==> src/rtl/iq_mod_pkg.sv <==
// Shared types and constants for the O-QPSK modulator: FSM states, default
// sizing, and the constant function that builds the half-sine pulse table.
package iq_mod_pkg;

  localparam int unsigned OSR_DEF = 8;
  localparam int unsigned DW_DEF  = 5;

  typedef enum logic [1:0] {
    IDLE  = 2'd0,
    RUN   = 2'd1,
    FLUSH = 2'd2
  } state_e;

  // sin(pi*j/32) in Q16 for j = 0..16 (first quarter wave at the finest OSR).
  function automatic int unsigned sin_q16(input int unsigned j);
    case (j)
      0:  return 0;
      1:  return 6424;
      2:  return 12785;
      3:  return 19024;
      4:  return 25080;
      5:  return 30893;
      6:  return 36410;
      7:  return 41576;
      8:  return 46341;
      9:  return 50660;
      10: return 54491;
      11: return 57797;
      12: return 60547;
      13: return 62714;
      14: return 64277;
      15: return 65220;
      16: return 65536;
      default: return 0;
    endcase
  endfunction

  // round((2^(dw-1)-1) * sin(pi*k/(2*osr))); osr must divide 16.
  function automatic int unsigned half_sine_mag(input int unsigned k,
                                                input int unsigned osr,
                                                input int unsigned dw);
    int unsigned j;
    logic [63:0] amp;
    logic [63:0] prod;
    j = k * (16 / osr);
    if (j > 16) j = 32 - j;
    amp  = (64'd1 << (dw - 1)) - 64'd1;
    prod = amp * 64'(sin_q16(j)) + 64'd32768;
    return 32'(prod >> 16);
  endfunction

endpackage

==> src/rtl/half_sine_lut.sv <==
// Combinational half-sine magnitude ROM.
//   idx   : pulse sample index 0..2*OSR-1
//   mag_c : unsigned magnitude, DW-1 bits
module half_sine_lut
  import iq_mod_pkg::*;
#(
  parameter int unsigned OSR = OSR_DEF,
  parameter int unsigned DW  = DW_DEF,
  localparam int unsigned IDX_W = $clog2(2 * OSR),
  localparam int unsigned MAG_W = DW - 1
) (
  input  logic [IDX_W-1:0] idx,
  output logic [MAG_W-1:0] mag_c
);

  logic [MAG_W-1:0] rom [2*OSR];

  for (genvar k = 0; k < 2 * OSR; k++) begin : g_rom
    assign rom[k] = MAG_W'(half_sine_mag(32'(k), OSR, DW));
  end

  assign mag_c = rom[idx];

endmodule

==> src/rtl/oqpsk_shaper.sv <==
// O-QPSK half-sine pulse shaper: serial chips in over valid/ready, even chips
// to I and odd chips to Q (Q lagging by one chip period), one signed I/Q
// sample pair per sample_en strobe.
//   clk, resetn          : clock, async active-low reset
//   sample_en            : sample-rate strobe
//   chip_in/chip_valid   : chip stream; chip_ready back-pressure
//   i_out/q_out          : signed samples, out_valid pulses after each strobe
//   busy                 : frame in progress
module oqpsk_shaper
  import iq_mod_pkg::*;
#(
  parameter int unsigned OSR = OSR_DEF,
  parameter int unsigned DW  = DW_DEF
) (
  input  logic                 clk,
  input  logic                 resetn,
  input  logic                 sample_en,
  input  logic                 chip_in,
  input  logic                 chip_valid,
  output logic                 chip_ready,
  output logic signed [DW-1:0] i_out,
  output logic signed [DW-1:0] q_out,
  output logic                 out_valid,
  output logic                 busy
);

  localparam int unsigned IDX_W = $clog2(2 * OSR);
  localparam int unsigned CNT_W = $clog2(OSR);
  localparam int unsigned MAG_W = DW - 1;
  localparam logic [IDX_W-1:0] IDX_LAST = IDX_W'(2 * OSR - 1);
  localparam logic [CNT_W-1:0] CNT_LAST = CNT_W'(OSR - 1);

  typedef struct packed {
    logic             act;
    logic             sign;
    logic [IDX_W-1:0] idx;
  } branch_t;

  state_e                 state_q, state_d;
  logic                   buf_full_q, buf_full_d;
  logic                   buf_chip_q, buf_chip_d;
  logic                   sel_q, sel_d;
  logic [CNT_W-1:0]       s_cnt_q, s_cnt_d;
  branch_t [1:0]          br_q, br_d, eff;
  logic signed [DW-1:0]   i_out_d, q_out_d;
  logic                   out_valid_d, busy_d, chip_ready_d;

  logic                   boundary, consume, load;
  logic [1:0][MAG_W-1:0]  mag;
  logic [1:0][DW-1:0]     samp;

  // Boundary decode and branch reload; eff is the branch state the current strobe renders.
  always_comb begin
    boundary = sample_en && (s_cnt_q == '0);
    consume  = boundary && buf_full_q && (state_q != FLUSH);
    load     = chip_valid && chip_ready;
    eff      = br_q;
    if (consume) begin
      eff[sel_q].act  = 1'b1;
      eff[sel_q].sign = buf_chip_q;
      eff[sel_q].idx  = '0;
    end
  end

  half_sine_lut #(.OSR(OSR), .DW(DW)) u_lut_i (.idx(eff[0].idx), .mag_c(mag[0]));
  half_sine_lut #(.OSR(OSR), .DW(DW)) u_lut_q (.idx(eff[1].idx), .mag_c(mag[1]));

  // Signed sample per branch; inactive branches render zero.
  always_comb begin
    samp = '0;
    for (int b = 0; b < 2; b++) begin
      if (eff[b].act) begin
        if (eff[b].sign) samp[b] = {1'b0, mag[b]};
        else             samp[b] = DW'(0) - {1'b0, mag[b]};
      end
    end
  end

  // Next-state and output logic.
  always_comb begin
    state_d      = state_q;
    buf_full_d   = load | (buf_full_q & ~consume);
    buf_chip_d   = buf_chip_q;
    sel_d        = sel_q;
    s_cnt_d      = s_cnt_q;
    br_d         = br_q;
    i_out_d      = i_out;
    q_out_d      = q_out;
    out_valid_d  = sample_en;

    case (state_q)
      IDLE:    if (consume) state_d = RUN;
      RUN:     if (boundary && !buf_full_q) state_d = FLUSH;
      FLUSH:   if (!br_q[0].act && !br_q[1].act) state_d = IDLE;
      default: state_d = IDLE;
    endcase

    if (load)    buf_chip_d = chip_in;
    if (consume) sel_d = ~sel_q;

    if (sample_en) begin
      for (int b = 0; b < 2; b++) begin
        br_d[b] = eff[b];
        if (eff[b].act) begin
          br_d[b].idx = eff[b].idx + IDX_W'(1);
          if (eff[b].idx == IDX_LAST) br_d[b].act = 1'b0;
        end
      end
      i_out_d = samp[0];
      q_out_d = samp[1];
      s_cnt_d = (s_cnt_q == CNT_LAST) ? '0 : s_cnt_q + CNT_W'(1);
    end

    // Idle always re-arms on I with the strobe counter at a boundary.
    if (state_d == IDLE) begin
      s_cnt_d = '0;
      sel_d   = 1'b0;
    end

    busy_d       = (state_d != IDLE);
    chip_ready_d = !buf_full_d && (state_d != FLUSH);
  end

  // State and output registers.
  always_ff @(posedge clk or negedge resetn) begin
    if (!resetn) begin
      state_q    <= IDLE;
      buf_full_q <= 1'b0;
      buf_chip_q <= 1'b0;
      sel_q      <= 1'b0;
      s_cnt_q    <= '0;
      br_q       <= '0;
      i_out      <= '0;
      q_out      <= '0;
      out_valid  <= 1'b0;
      busy       <= 1'b0;
      chip_ready <= 1'b1;
    end else begin
      state_q    <= state_d;
      buf_full_q <= buf_full_d;
      buf_chip_q <= buf_chip_d;
      sel_q      <= sel_d;
      s_cnt_q    <= s_cnt_d;
      br_q       <= br_d;
      i_out      <= i_out_d;
      q_out      <= q_out_d;
      out_valid  <= out_valid_d;
      busy       <= busy_d;
      chip_ready <= chip_ready_d;
    end
  end

endmodule
==> config.mk <==
export PLATFORM = sky130hd
export DESIGN_NAME = oqpsk_shaper
export DESIGN_NICKNAME = d
export VERILOG_FILES = /design/src/rtl/iq_mod_pkg.sv /design/src/rtl/half_sine_lut.sv /design/src/rtl/oqpsk_shaper.sv
export SDC_FILE = /design/constraint.sdc
export NUM_CORES = 1
export LEC_CHECK = 0
export CORE_ASPECT_RATIO = 0.8
export CORE_MARGIN = 8
export CORE_UTILIZATION = 40
export CTS_CLUSTER_DIAMETER = 50
export CTS_CLUSTER_SIZE = 16
export DETAILED_ROUTE_END_ITERATION = 7
export GPL_ROUTABILITY_DRIVEN = 0
export SLEW_MARGIN = 10
export SYNTH_ARGS = -nofsm -noshare
export SYNTH_HDL_FRONTEND = slang
export SYNTH_HIERARCHICAL = 1
export SYNTH_SLANG_ARGS = --single-unit
==> constraint.sdc <==
create_clock -name clk -period 4.4 [get_ports clk]
set_clock_uncertainty 0.05 [all_clocks]
set_input_delay 0.66 -clock clk [delete_from_list [all_inputs] [get_ports clk]]
set_output_delay 0.66 -clock clk [all_outputs]
set_load 0.005 [all_outputs]
# Word-level counts from Yosys, hierarchy flattened
# Memories as Yosys holds them, arrays and structs flattened.
# Cells that the tools add are included.
# totals
regBits	33
mem_count	2
mem_bits_ro	128
input_bits	5
# classes
n_reduce_logical	18
bitwise	6
order_cmp	4
n_eq_ne	7
muxes	33
n_addsub	5
# memory_table
memory	words	word_bits	read_ports	rd_ports_with_merged_regs	wr	line_no	text
(name not given)	16	4	1	0	0	half_sine_lut.sv:22	assign mag_c = rom[idx];
(name not given)	16	4	1	0	0	half_sine_lut.sv:22	
# ops
cell	n
bitwise mux 12 bit	3
two-way mux 4 bit	7
two-way mux 5 bit	5
demux 6 bit (select 1 bit)	3
two-way mux 12 bit	1
>= comparator 5 bit, second input constant	2
inverter 4 -> 5 bit	2
subtractor 1 x 4 -> 5 bit, first input constant	2
two-way mux 3 bit	3
adder 4 x 1 -> 4 bit, second input constant	2
== test 4 bit, second input constant	2
logical AND 1 bit	8
two-way mux 1 bit	6
two-way mux 2 bit	3
two-way mux 6 bit	1
case mux 2 bit (3 select lines)	1
nonzero test 2 bit	3
logical NOT 1 bit	4
logical NOT 2 bit	2
inequality test 2 bit, second input constant	2
adder 3 x 1 -> 3 bit, second input constant	1
== test 3 bit, second input constant	1
logical NOT 3 bit	1
== test 2 x 1 -> 1 bit, second input constant	1
other kinds (6)	7

# Depth between registers and ports, before layout
# Gate-level depths: netlist (run 1).
# logic_depth
word_depth	15
mapped_depth	16
depth_no_buf	15

# By module
# The synthesis (run 1) kept the hierarchy.
# by_module_without_submodules
mod	area_per_inst_um2	n_inst	seq_area_each_um2	cells_each
oqpsk_shaper	1732.9	1	827.0	165
half_sine_lut (u_lut_q)	161.4	1	0.0	19
half_sine_lut (u_lut_i)	153.9	1	0.0	18

# Worst setup path after synthesis (run 1)
# OpenSTA, ideal clock, no wires.
# synth_timing
kind	input -> register
from	in sample_en
to	reg q_out[1]
path_stages	14
path_slack_ps	1098
t_arrival_ps	3098
setup_ps	154
path_buffers	2
cell_sequence	buf_6 -> nand3b_4 -> buf_6 -> nor3_2 -> nor2b_1 -> inv_1 -> ha_1 -> mux2_1 -> mux2i_1 -> inv_1 -> ha_1 -> mux2_2 -> nand2_1 -> o311ai_0
# synth_rtl
element	line_no	text
start: declaration	oqpsk_shaper.sv:17	input logic sample_en,
end signal: assignment	oqpsk_shaper.sv:146	q_out <= q_out_d;
end: declaration	oqpsk_shaper.sv:22	output logic signed [DW-1:0] q_out,

==> run summary, run 1 <==
Outcome - complete, no violations
Pwr Total - 0.00198 W
Clk buf depth - 2
Number of distinct standard cells referenced by the synthesized netlist - 50
DR vias - 1,478
DR iter-0 viols - 39
Startpoint kind of the worst setup timing path - primary input
Sequential area share after synthesis - 40.4%
Via density per instance - 5.17
Yosys Warn Count - 6
Number of detailed-routing iterations run before antenna repair - 4
Global-route wire length before repair - 6.86 mm
Critical Setup Path Class - primary input to register
Ports placed on the boundary - 18
Synth Cell Area - 2050 sq um
Post-Syn Nets - 224
Die extent in y - 80.0 um
Area inside the core boundary - 4980 sq um
Overall die area - 7680 sq um
Hold path depth - 1
Achievable frequency - 263 MHz
Fraction of the cycle the final worst path needs - 86.4%
Clock transition at the registers of the reported paths - 70 ps
Setup TNS Final - 0 ps
Crit Path Max Fanout - 11
Number of enable-type register cells in the synthesized netlist - 0
Cell at the slowest stage of the critical path - sky130_fd_sc_hd__or3_1
Average wire length per cell after detail routing - 13.8 um
Library cell with the highest instance count after synthesis - sky130_fd_sc_hd__dfrtp_1
Fraction of layout cells with a size suffix above 1 - 11.2%
Total number of clock tree sinks - 33
Flip-flop and latch count after synthesis - 33
Ranking of synthesized cells by area - sky130_fd_sc_hd__dfrtp_1 39%, sky130_fd_sc_hd__ha_1 10%, sky130_fd_sc_hd__nand2_1 4.8%
Flip-flop cell with the highest count after synthesis - sky130_fd_sc_hd__dfrtp_1
TritonCTS clock tree - yes
Minimum period implied by the final worst setup slack - 3800 ps
Max transition margin - 55.5%
PortBufs - 17
Cells after Synth - 202
Count of instances resized after the clock tree is built - 0
Final cell area excluding filler cells - 2380 sq um
Top-area cell type share of the netlist area - 39.1%
Number of buffers inserted during clock tree synthesis - 5
Proportion of register bits with asynchronous set or reset after synthesis - 100%
Buffers inserted during post-CTS setup optimization - 0
H-tree level count - 2
Reported leakage power - 1.07 nW
Clock latency on the worst-skew pair - 280 ps
Utilization after layout - 47.9%
Required time worst endpoint - 4500 ps
List of most frequent post-synthesis cells - 32 x sky130_fd_sc_hd__dfrtp_1, 26 x sky130_fd_sc_hd__nand2_1, 17 x sky130_fd_sc_hd__ha_1, 14 x sky130_fd_sc_hd__inv_1, 10 x sky130_fd_sc_hd__nor2_1
Instance area at placement - 2260 sq um
Ant diodes - 0
ANT nets after route - 0
Drc violations - 0
Standard-cell row count - 23
Cell at the root of the clock tree - sky130_fd_sc_hd__clkbuf_8
RSZ-0062 raised after global routing - false
Max-capacitance violation count - 0
Final Hold Vio Count - 0
PD cells - 828 nW/um^2
Total count of max-transition violations in the final report - 0
Layout Nets - 245
Hold-fix buffers at CTS - 0
Largest net degree at the start of global routing - 34
Nature of the critical path endpoint - register
Global route total overflow - 0
Die width - 96.0 um
Post-synthesis to final-layout area growth - 16.4%
Post-synthesis area per instance - 10.1 sq um
DPL Wire Length - 2.85 mm
Number of global-route vias before repair - 1,421
Effective utilization at floorplan - 41.1%
Largest area contributor in the netlist - sky130_fd_sc_hd__dfrtp_1
Worst endpoint data arrival time - 3900 ps
Number of antenna violations at the first check in global routing - 0
Crit path setup slack, layout - 599 ps
Total routing resource utilization after global routing - 11.3%
Worst R2R Path Depth - 15
Min-Delay Path Class - register to register
Crit path cell chain - clkdlybuf4s50_1 > nand3b_4 > or3_1 > and2_1 > inv_1 > ha_1 > mux2_1 > mux2i_1 > inv_1 > ha_1 > mux2i_1 > nor2_1 > a22oi_1 > o21ai_0
Maximum cell stage delay along the critical path - 540 ps
Final Routed Wirelength - 3.95 mm
Worst setup slack after placement - 327 ps
Maximum ir drop on the vdd rail - 0.000362 V
Least-Margin Pin Slew - 664 ps
Setup Viol. Count Final - 0
report_power, final:
group	internal (W)	total (W)	leakage, nW	switching [W]
Sequential	0.000446	0.000548	0.408	0.000102
Clock	0.000184	0.000301	0.0574	0.000116
Combinational	0.000537	0.00113	0.601	0.000591
Total	0.00117	0.00198	1.07	0.000809
layout make-up:
class	instances	area, sq um
Timing Repair Buffer	20	193
Inverter	14	52.6
Sequential cell	33	827
Multi-Input combinational cell	149	1110
Clock inverter	2	37.5
Fill cell	481	2590
Tap cell	62	77.6
Clock buffer	6	82.6
layout by cell type (no fill, tap or decap), types with 6 or more instances in the layout:
| master | n |
|---|---|
| sky130_fd_sc_hd__a21oi_1 | 6 |
| sky130_fd_sc_hd__clkbuf_8 | 6 |
| sky130_fd_sc_hd__clkdlybuf4s50_1 | 17 |
| sky130_fd_sc_hd__dfrtp_1 | 32 |
| sky130_fd_sc_hd__ha_1 | 17 |
| sky130_fd_sc_hd__inv_1 | 14 |
| sky130_fd_sc_hd__mux2i_1 | 7 |
| sky130_fd_sc_hd__nand2_1 | 26 |
| sky130_fd_sc_hd__nor2_1 | 10 |
| sky130_fd_sc_hd__nor2b_1 | 6 |
state kept, by name, indices dropped and copies added (netlist names), 2 cells and up:
name / flops
br_q: 12
i_out: 5
q_out: 5
s_cnt_q: 3
state_q: 2
path summary, 6_finish.rpt:
path                                 start    endpoint  slack, ps
worst min-delay path              q_out[4]    q_out[4]        440
worst max-delay path             sample_en    i_out[1]        600
worst min register to register    q_out[4]    q_out[4]        440
worst max register to register  s_cnt_q[0]    i_out[1]        800
min in group asynchronous           resetn  s_cnt_q[1]        720
max in group asynchronous           resetn  chip_ready       3250
critical path: cells and delay by family:
family          cells  cell delay (ps)
compound gates      2              250
fa+ha+maj           2              520
buf+inv             3              700
mux                 3              690
simple gates        4             1080
metrics by stage:
step | hold WS (ps) | instances
6_report | 440 | 286
5_1_grt | 475 | 286
4_1_cts | 446 | 286
3_5_place_dp | 428 | 278
3_3_place_gp | 429 | 278
2_1_floorplan | 314 | 202
routing by layer:
layer  part of all wire, %  vias to the layer above  GRT usage (%)
met5                     0                        -              0
met4                  0.78                        0           3.22
met3                   5.1                        5           3.67
met2                    40                       24           15.6
met1                    54                      689           16.1
li1                      -                      760              -
kinds of logic (layout without fill, tap and decap cells):
kind of cell,after synthesis,in the layout,share of synthesized area [%]
AO/OA/AOI/OAI,40,40,15.3
XOR/XNOR,4,4,1.71
adder cells (fa/ha/maj),17,17,10.4
buffers and inverters,20,42,5.19
flip-flops,33,33,40.4
multiplexers,15,15,8.00
AND/OR/NAND/NOR,73,73,19.0
Note: power is estimated with default switching activity, not from simulation.
==> run 2, diff against run 1 <==
--- a/config.mk
+++ b/config.mk
@@ -7,7 +7,7 @@
 export LEC_CHECK = 0
 export CORE_ASPECT_RATIO = 0.8
 export CORE_MARGIN = 8
-export CORE_UTILIZATION = 40
+export CORE_UTILIZATION = 30
 export CTS_CLUSTER_DIAMETER = 50
 export CTS_CLUSTER_SIZE = 16
 export DETAILED_ROUTE_END_ITERATION = 7
==> run summary, run 2 (synthesis gave the netlist of run 1 again) <==
Clock latency on the worst-skew pair - 280 ps (about the same)
ANT nets after route - 0 (unchanged)
Buffers inserted during post-CTS setup optimization - 0 (unchanged)
Worst Path Buf+Inv - 3 (unchanged)
Number of antenna violations at the first check in global routing - 0 (unchanged)
Leading cell types in the layout, fill and taps excluded - 32 x sky130_fd_sc_hd__dfrtp_1, 26 x sky130_fd_sc_hd__nand2_1, 17 x sky130_fd_sc_hd__ha_1, 17 x sky130_fd_sc_hd__clkdlybuf4s50_1, 14 x sky130_fd_sc_hd__inv_1 (unchanged)
Post-synthesis to final-layout area growth - 18.0% (was 16.4%)
Ant diodes - 0 (unchanged)
Maximum cell stage delay along the critical path - 550 ps (was 540 ps)
Hold-fix buffers at CTS - 0 (unchanged)
Total count of max-transition violations in the final report - 0 (unchanged)
Utilization after layout - 35.8% (was 47.9%)
Effective utilization at floorplan - 30.3% (was 41.1%)
Critical Setup Path Class - primary input to register (unchanged)
Die extent in y - 89.9 um (was 80.0 um)
Global route total overflow - 0 (unchanged)
Overall die area - 9740 sq um (was 7680 sq um)
Worst endpoint data arrival time - 3930 ps (was 3900 ps)
Setup TNS Final - 0 ps (unchanged)
Total routing resource utilization after global routing - 8.34% (was 11.3%)
Area inside the core boundary - 6760 sq um (was 4980 sq um)
Nature of the critical path endpoint - register (unchanged)
DR iter-0 viols - 84 (was 39)
Final Routed Wirelength - 4.00 mm (was 3.95 mm)
Standard-cell row count - 27 (was 23)
Layout Nets - 245 (unchanged)
Number of buffers inserted during clock tree synthesis - 5 (unchanged)
Maximum ir drop on the vdd rail - 0.000289 V (was 0.000362 V)
Required time worst endpoint - 4500 ps (about the same)
Die width - 108 um (was 96.0 um)
Fraction of layout cells with a size suffix above 1 - 11.2% (unchanged)
Max transition margin - 53.7% (was 55.5%)
PD cells - 820 nW/um^2 (was 828 nW/um^2)
Least-Margin Pin Slew - 690 ps (was 664 ps)
Via density per instance - 4.68 (was 5.17)
DR vias - 1,456 (was 1,478)
Final Hold Vio Count - 0 (unchanged)
Setup Viol. Count Final - 0 (unchanged)
Worst path top cell family by delay - simple AND/OR/NAND/NOR gates (unchanged)
Crit path cell chain - clkdlybuf4s50_1 > nand3b_4 > or3_1 > and2_1 > inv_1 > ha_1 > mux2_1 > mux2i_1 > inv_1 > ha_1 > mux2i_1 > nor2_1 > a22oi_1 > o21ai_0 (unchanged)
Most common cell after layout, fill and taps aside - sky130_fd_sc_hd__dfrtp_1 (unchanged)
Minimum period implied by the final worst setup slack - 3830 ps (was 3800 ps)
Largest net degree at the start of global routing - 34 (unchanged)
Register bank with the most flops - br_q (unchanged)
Ports placed on the boundary - 18 (unchanged)
Cell at the slowest stage of the critical path - sky130_fd_sc_hd__or3_1 (unchanged)
DPL Wire Length - 2.92 mm (was 2.85 mm)
Count of instances resized after the clock tree is built - 0 (unchanged)
Worst hold-check slack - 441 ps (was 440 ps)
Cell at the root of the clock tree - sky130_fd_sc_hd__clkbuf_8 (unchanged)
Startpoint kind of the worst setup timing path - primary input (unchanged)
Min-Delay Path Class - register to register (unchanged)
Max FFs per register - 12 (unchanged)
Crit Path Max Fanout - 11 (unchanged)
Achievable frequency - 261 MHz (was 263 MHz)
Average wire length per cell after detail routing - 12.9 um (was 13.8 um)
RSZ-0062 raised after global routing - false (unchanged)
Max-capacitance violation count - 0 (unchanged)
Number of global-route vias before repair - 1,360 (was 1,421)
Total number of clock tree sinks - 33 (unchanged)
Clk buf depth - 2 (unchanged)
Outcome - complete, no violations (unchanged)
Registers with the most flip-flops - br_q x12, i_out x5, q_out x5 (unchanged)
H-tree level count - 2 (unchanged)
TritonCTS clock tree - yes (unchanged)
Clock transition at the registers of the reported paths - 70 ps (about the same)
Global-route wire length before repair - 6.67 mm (was 6.86 mm)
Number of detailed-routing iterations run before antenna repair - 4 (unchanged)
Fraction of the cycle the final worst path needs - 87.0% (was 86.4%)
Reported leakage power - 1.07 nW (unchanged)
Drc violations - 0 (unchanged)
PortBufs - 17 (unchanged)
## run 2: cell counts in the layout (fill, tap and decap cells not counted)
No cell type changed its count.
## run 2: final cells by class
class                      instances  area (sq um)
sequential                        33           827
tap                               87           109
timing repair buffer              20           193
clock buffer                       6          82.6
inverter                          14          52.6
multi-input combinational        149          1110
fill                             685          4340
clock inverter                     2          37.5
## run 2: through the flow
stage | instance area, sq um | cells | total power [W] | setup slack (ps)
floorplan | 2050 | 202 | 0.00141 | 1100
global placement | 2300 | 303 | 0.00167 | 410
detailed placement | 2300 | 303 | 0.00169 | 265
CTS | 2420 | 311 | 0.00200 | 557
global route | 2420 | 311 | 0.00215 | 352
finish | 2420 | 311 | 0.00198 | 572
## run 2: path summary, 6_finish.rpt
path | cells after the start | slack (ps) | startpoint | endpoint
worst max-delay path | 14 | 570 | sample_en | i_out[1]
worst min-delay path | 1 | 440 | q_out[4] | q_out[4]
worst max register to register | 15 | 770 | s_cnt_q[0] | i_out[1]
worst min register to register | 1 | 440 | q_out[4] | q_out[4]
max in group asynchronous | 2 | 3250 | resetn | chip_ready
min in group asynchronous | 2 | 720 | resetn | out_valid
## run 2: where the power goes
part	total [W]	internal (W)	switching [W]	leakage [nW]
Sequential	0.000547	0.000446	0.000101	0.408
Combinational	0.00114	0.000538	0.000599	0.601
Clock	0.000297	0.000184	0.000113	0.0574
Total	0.00198	0.00117	0.000814	1.07
## run 2: layer usage
layer / wire [um] / track usage [%] / vias up
met5: 0 / 0 / -
met4: 25 / 2.50 / 0
met3: 192 / 2.50 / 2
met2: 1590 / 11.4 / 20
met1: 2190 / 12.1 / 682
li1: - / - / 752
## run 2: worst reg2reg max path, stage by stage, from the launching register on
cell and delay (ps):
sky130_fd_sc_hd__dfrtp_1 410, sky130_fd_sc_hd__inv_1 70, sky130_fd_sc_hd__ha_1 220, sky130_fd_sc_hd__nand3b_4 190
sky130_fd_sc_hd__or3_1 550, sky130_fd_sc_hd__and2_1 300, sky130_fd_sc_hd__inv_1 90, sky130_fd_sc_hd__ha_1 230
sky130_fd_sc_hd__mux2_1 290, sky130_fd_sc_hd__mux2i_1 290, sky130_fd_sc_hd__inv_1 80, sky130_fd_sc_hd__ha_1 290
sky130_fd_sc_hd__mux2i_1 130, sky130_fd_sc_hd__nor2_1 50, sky130_fd_sc_hd__a22oi_1 140, sky130_fd_sc_hd__o21ai_0 110
==> run 3, diff against run 2 <==
--- a/config.mk
+++ b/config.mk
@@ -11,7 +11,9 @@
 export CTS_CLUSTER_DIAMETER = 50
 export CTS_CLUSTER_SIZE = 16
 export DETAILED_ROUTE_END_ITERATION = 7
+export DONT_BUFFER_PORTS = 1
 export GPL_ROUTABILITY_DRIVEN = 0
+export SKIP_CTS_REPAIR_TIMING = 1
 export SLEW_MARGIN = 10
 export SYNTH_ARGS = -nofsm -noshare
 export SYNTH_HDL_FRONTEND = slang
==> run summary, run 3 (synthesis gave the netlist of run 1 again) <==
Outcome - complete, no violations (unchanged)
Total number of clock tree sinks - 33 (unchanged)
Ports placed on the boundary - 18 (unchanged)
Maximum cell stage delay along the critical path - 550 ps (about the same)
Minimum period implied by the final worst setup slack - 3610 ps (was 3830 ps)
Registers with the most flip-flops - br_q x12, i_out x5, q_out x5 (unchanged)
DR vias - 1,422 (was 1,456)
Required time worst endpoint - 4510 ps (was 4500 ps)
Most common cell after layout, fill and taps aside - sky130_fd_sc_hd__dfrtp_1 (unchanged)
Worst Path Buf+Inv - 3 (unchanged)
Setup TNS Final - 0 ps (unchanged)
Layout Nets - 226 (was 245)
Total count of max-transition violations in the final report - 0 (unchanged)
Worst R2R Start - s_cnt_q[0] (unchanged)
DR iter-0 viols - 51 (was 84)
Global-route wire length before repair - 6.91 mm (was 6.67 mm)
Effective utilization at floorplan - 30.3% (unchanged)
Via density per instance - 4.87 (was 4.68)
Cell at the slowest stage of the critical path - sky130_fd_sc_hd__or3_1 (unchanged)
Total routing resource utilization after global routing - 8.93% (was 8.34%)
Fraction of the cycle the final worst path needs - 82.0% (was 87.0%)
Die width - 108 um (unchanged)
Global route total overflow - 0 (unchanged)
Min-Delay Path Class - primary input to async pin (was register to register)
Critical Setup Path Class - register to register (was primary input to register)
PortBufs - 0 (was 17)
Worst setup slack after placement - 810 ps (was 265 ps)
Number of antenna violations at the first check in global routing - 0 (unchanged)
Crit path setup slack, layout - 793 ps (was 572 ps)
RSZ-0062 raised after global routing - false (unchanged)
Fraction of layout cells with a size suffix above 1 - 9.76% (was 11.2%)
Ant diodes - 0 (unchanged)
Crit path cell chain - inv_1 > ha_1 > nand3b_4 > or3_1 > and2_1 > inv_1 > ha_1 > mux2_1 > mux2i_1 > inv_1 > ha_1 > mux2i_1 > nor2_1 > a22oi_1 > o21ai_0 (was clkdlybuf4s50_1 > nand3b_4 > or3_1 > and2_1 > inv_1 > ha_1 > mux2_1 > mux2i_1 > inv_1 > ha_1 > mux2i_1 > nor2_1 > a22oi_1 > o21ai_0)
Achievable frequency - 277 MHz (was 261 MHz)
Die extent in y - 89.9 um (unchanged)
Post-synthesis to final-layout area growth - 7.57% (was 18.0%)
Final Routed Wirelength - 4.12 mm (was 4.00 mm)
Worst R2R Path Depth - 15 (unchanged)
Reported leakage power - 0.980 nW (was 1.07 nW)
DPL Wire Length - 2.97 mm (was 2.92 mm)
Setup Viol. Count Final - 0 (unchanged)
Standard-cell row count - 27 (unchanged)
Largest net degree at the start of global routing - 34 (unchanged)
Nature of the critical path endpoint - register (unchanged)
TritonCTS clock tree - yes (unchanged)
Final Hold Vio Count - 0 (unchanged)
Fill cells - 725 (was 685)
Leading cell types in the layout, fill and taps excluded - 32 x sky130_fd_sc_hd__dfrtp_1, 26 x sky130_fd_sc_hd__nand2_1, 17 x sky130_fd_sc_hd__ha_1 (was 32 x sky130_fd_sc_hd__dfrtp_1, 26 x sky130_fd_sc_hd__nand2_1, 17 x sky130_fd_sc_hd__ha_1, 17 x sky130_fd_sc_hd__clkdlybuf4s50_1, 14 x sky130_fd_sc_hd__inv_1)
Max-capacitance violation count - 0 (unchanged)
Startpoint kind of the worst setup timing path - register (was primary input)
Number of global-route vias before repair - 1,352 (was 1,360)
ANT nets after route - 0 (unchanged)
Max FFs per register - 12 (unchanged)
Capture point of the worst reg-to-reg path - i_out[1] (unchanged)
Clk buf depth - 2 (unchanged)
Number of buffers inserted during clock tree synthesis - 5 (unchanged)
Area inside the core boundary - 6760 sq um (unchanged)
Number of detailed-routing iterations run before antenna repair - 5 (was 4)
PD cells - 833 nW/um^2 (was 820 nW/um^2)
Overall die area - 9740 sq um (unchanged)
Average wire length per cell after detail routing - 14.1 um (was 12.9 um)
Worst endpoint data arrival time - 3720 ps (was 3930 ps)
Drc violations - 0 (unchanged)
Crit Path Max Fanout - 11 (unchanged)
Max transition margin - 46.3% (was 53.7%)
Reg2reg setup slack - 790 ps (was 770 ps)
Cell at the root of the clock tree - sky130_fd_sc_hd__clkbuf_8 (unchanged)
Least-Margin Pin Slew - 802 ps (was 690 ps)
Register bank with the most flops - br_q (unchanged)
Worst path top cell family by delay - simple AND/OR/NAND/NOR gates (unchanged)
Clock latency on the worst-skew pair - 290 ps (was 280 ps)
Clock transition at the registers of the reported paths - 60 ps (was 70 ps)
Maximum ir drop on the vdd rail - 0.000255 V (was 0.000289 V)
H-tree level count - 2 (unchanged)
## run 3: cell count changes in the layout (fill, tap and decap cells not counted)
cell                              change
sky130_fd_sc_hd__buf_4                -3
sky130_fd_sc_hd__dlygate4sd3_1        +1
sky130_fd_sc_hd__clkinvlp_4           -1
sky130_fd_sc_hd__bufinv_16            -1
sky130_fd_sc_hd__clkbuf_1             +2
sky130_fd_sc_hd__clkdlybuf4s50_1     -17
## run 3: worst max-delay path by stage
stage | from | to | slack (ps) | depth (start not counted)
floorplan | sample_en | q_out[1] | 1100 | 14
global placement | s_cnt_q[0] | i_out[1] | 870 | 15
detailed placement | s_cnt_q[0] | i_out[1] | 810 | 14
CTS | s_cnt_q[0] | i_out[1] | 770 | 14
global route | s_cnt_q[0] | i_out[1] | 530 | 14
finish | s_cnt_q[0] | i_out[1] | 790 | 15
## run 3: per-stage QoR
| step | total power (W) | utilization, % | hold slack, ps | area, sq um | instances |
|---|---|---|---|---|---|
| floorplan | 0.00141 | - | 314 | 2050 | 202 |
| global placement | 0.00157 | 31.1 | 316 | 2100 | 283 |
| CTS | 0.00185 | 32.5 | -0.842 | 2190 | 291 |
| global route | 0.00203 | 32.6 | 0.644 | 2200 | 292 |
| finish | 0.00183 | 32.6 | 13.6 | 2200 | 292 |
| detailed placement | 0.00160 | 31.1 | 316 | 2100 | 283 |
## run 3: area by class of cell
cell class,instances,area (sq um),share of cell area (%)
inverters,14,52.6,2.39
clock buffers,8,90.1,4.09
repair buffers,1,10.0,0.454
well taps,87,109,4.94
multi-input cells,149,1110,50.6
flip-flops and latches,33,827,37.5
## run 3: where the power goes
part	internal (W)	switching, W
registers	0.000447	0.000116
clock network	0.000127	0.000106
logic	0.000459	0.000579
total	0.00103	0.000802
## run 3: metal layers
metal | part of all wire (%) | track usage (%) | up-vias
li1 | - | - | 721
met1 | 52 | 12.8 | 671
met2 | 40 | 11.2 | 21
met3 | 6.4 | 3.14 | 9
met4 | 2.0 | 4.78 | 0
met5 | 0 | 0 | -
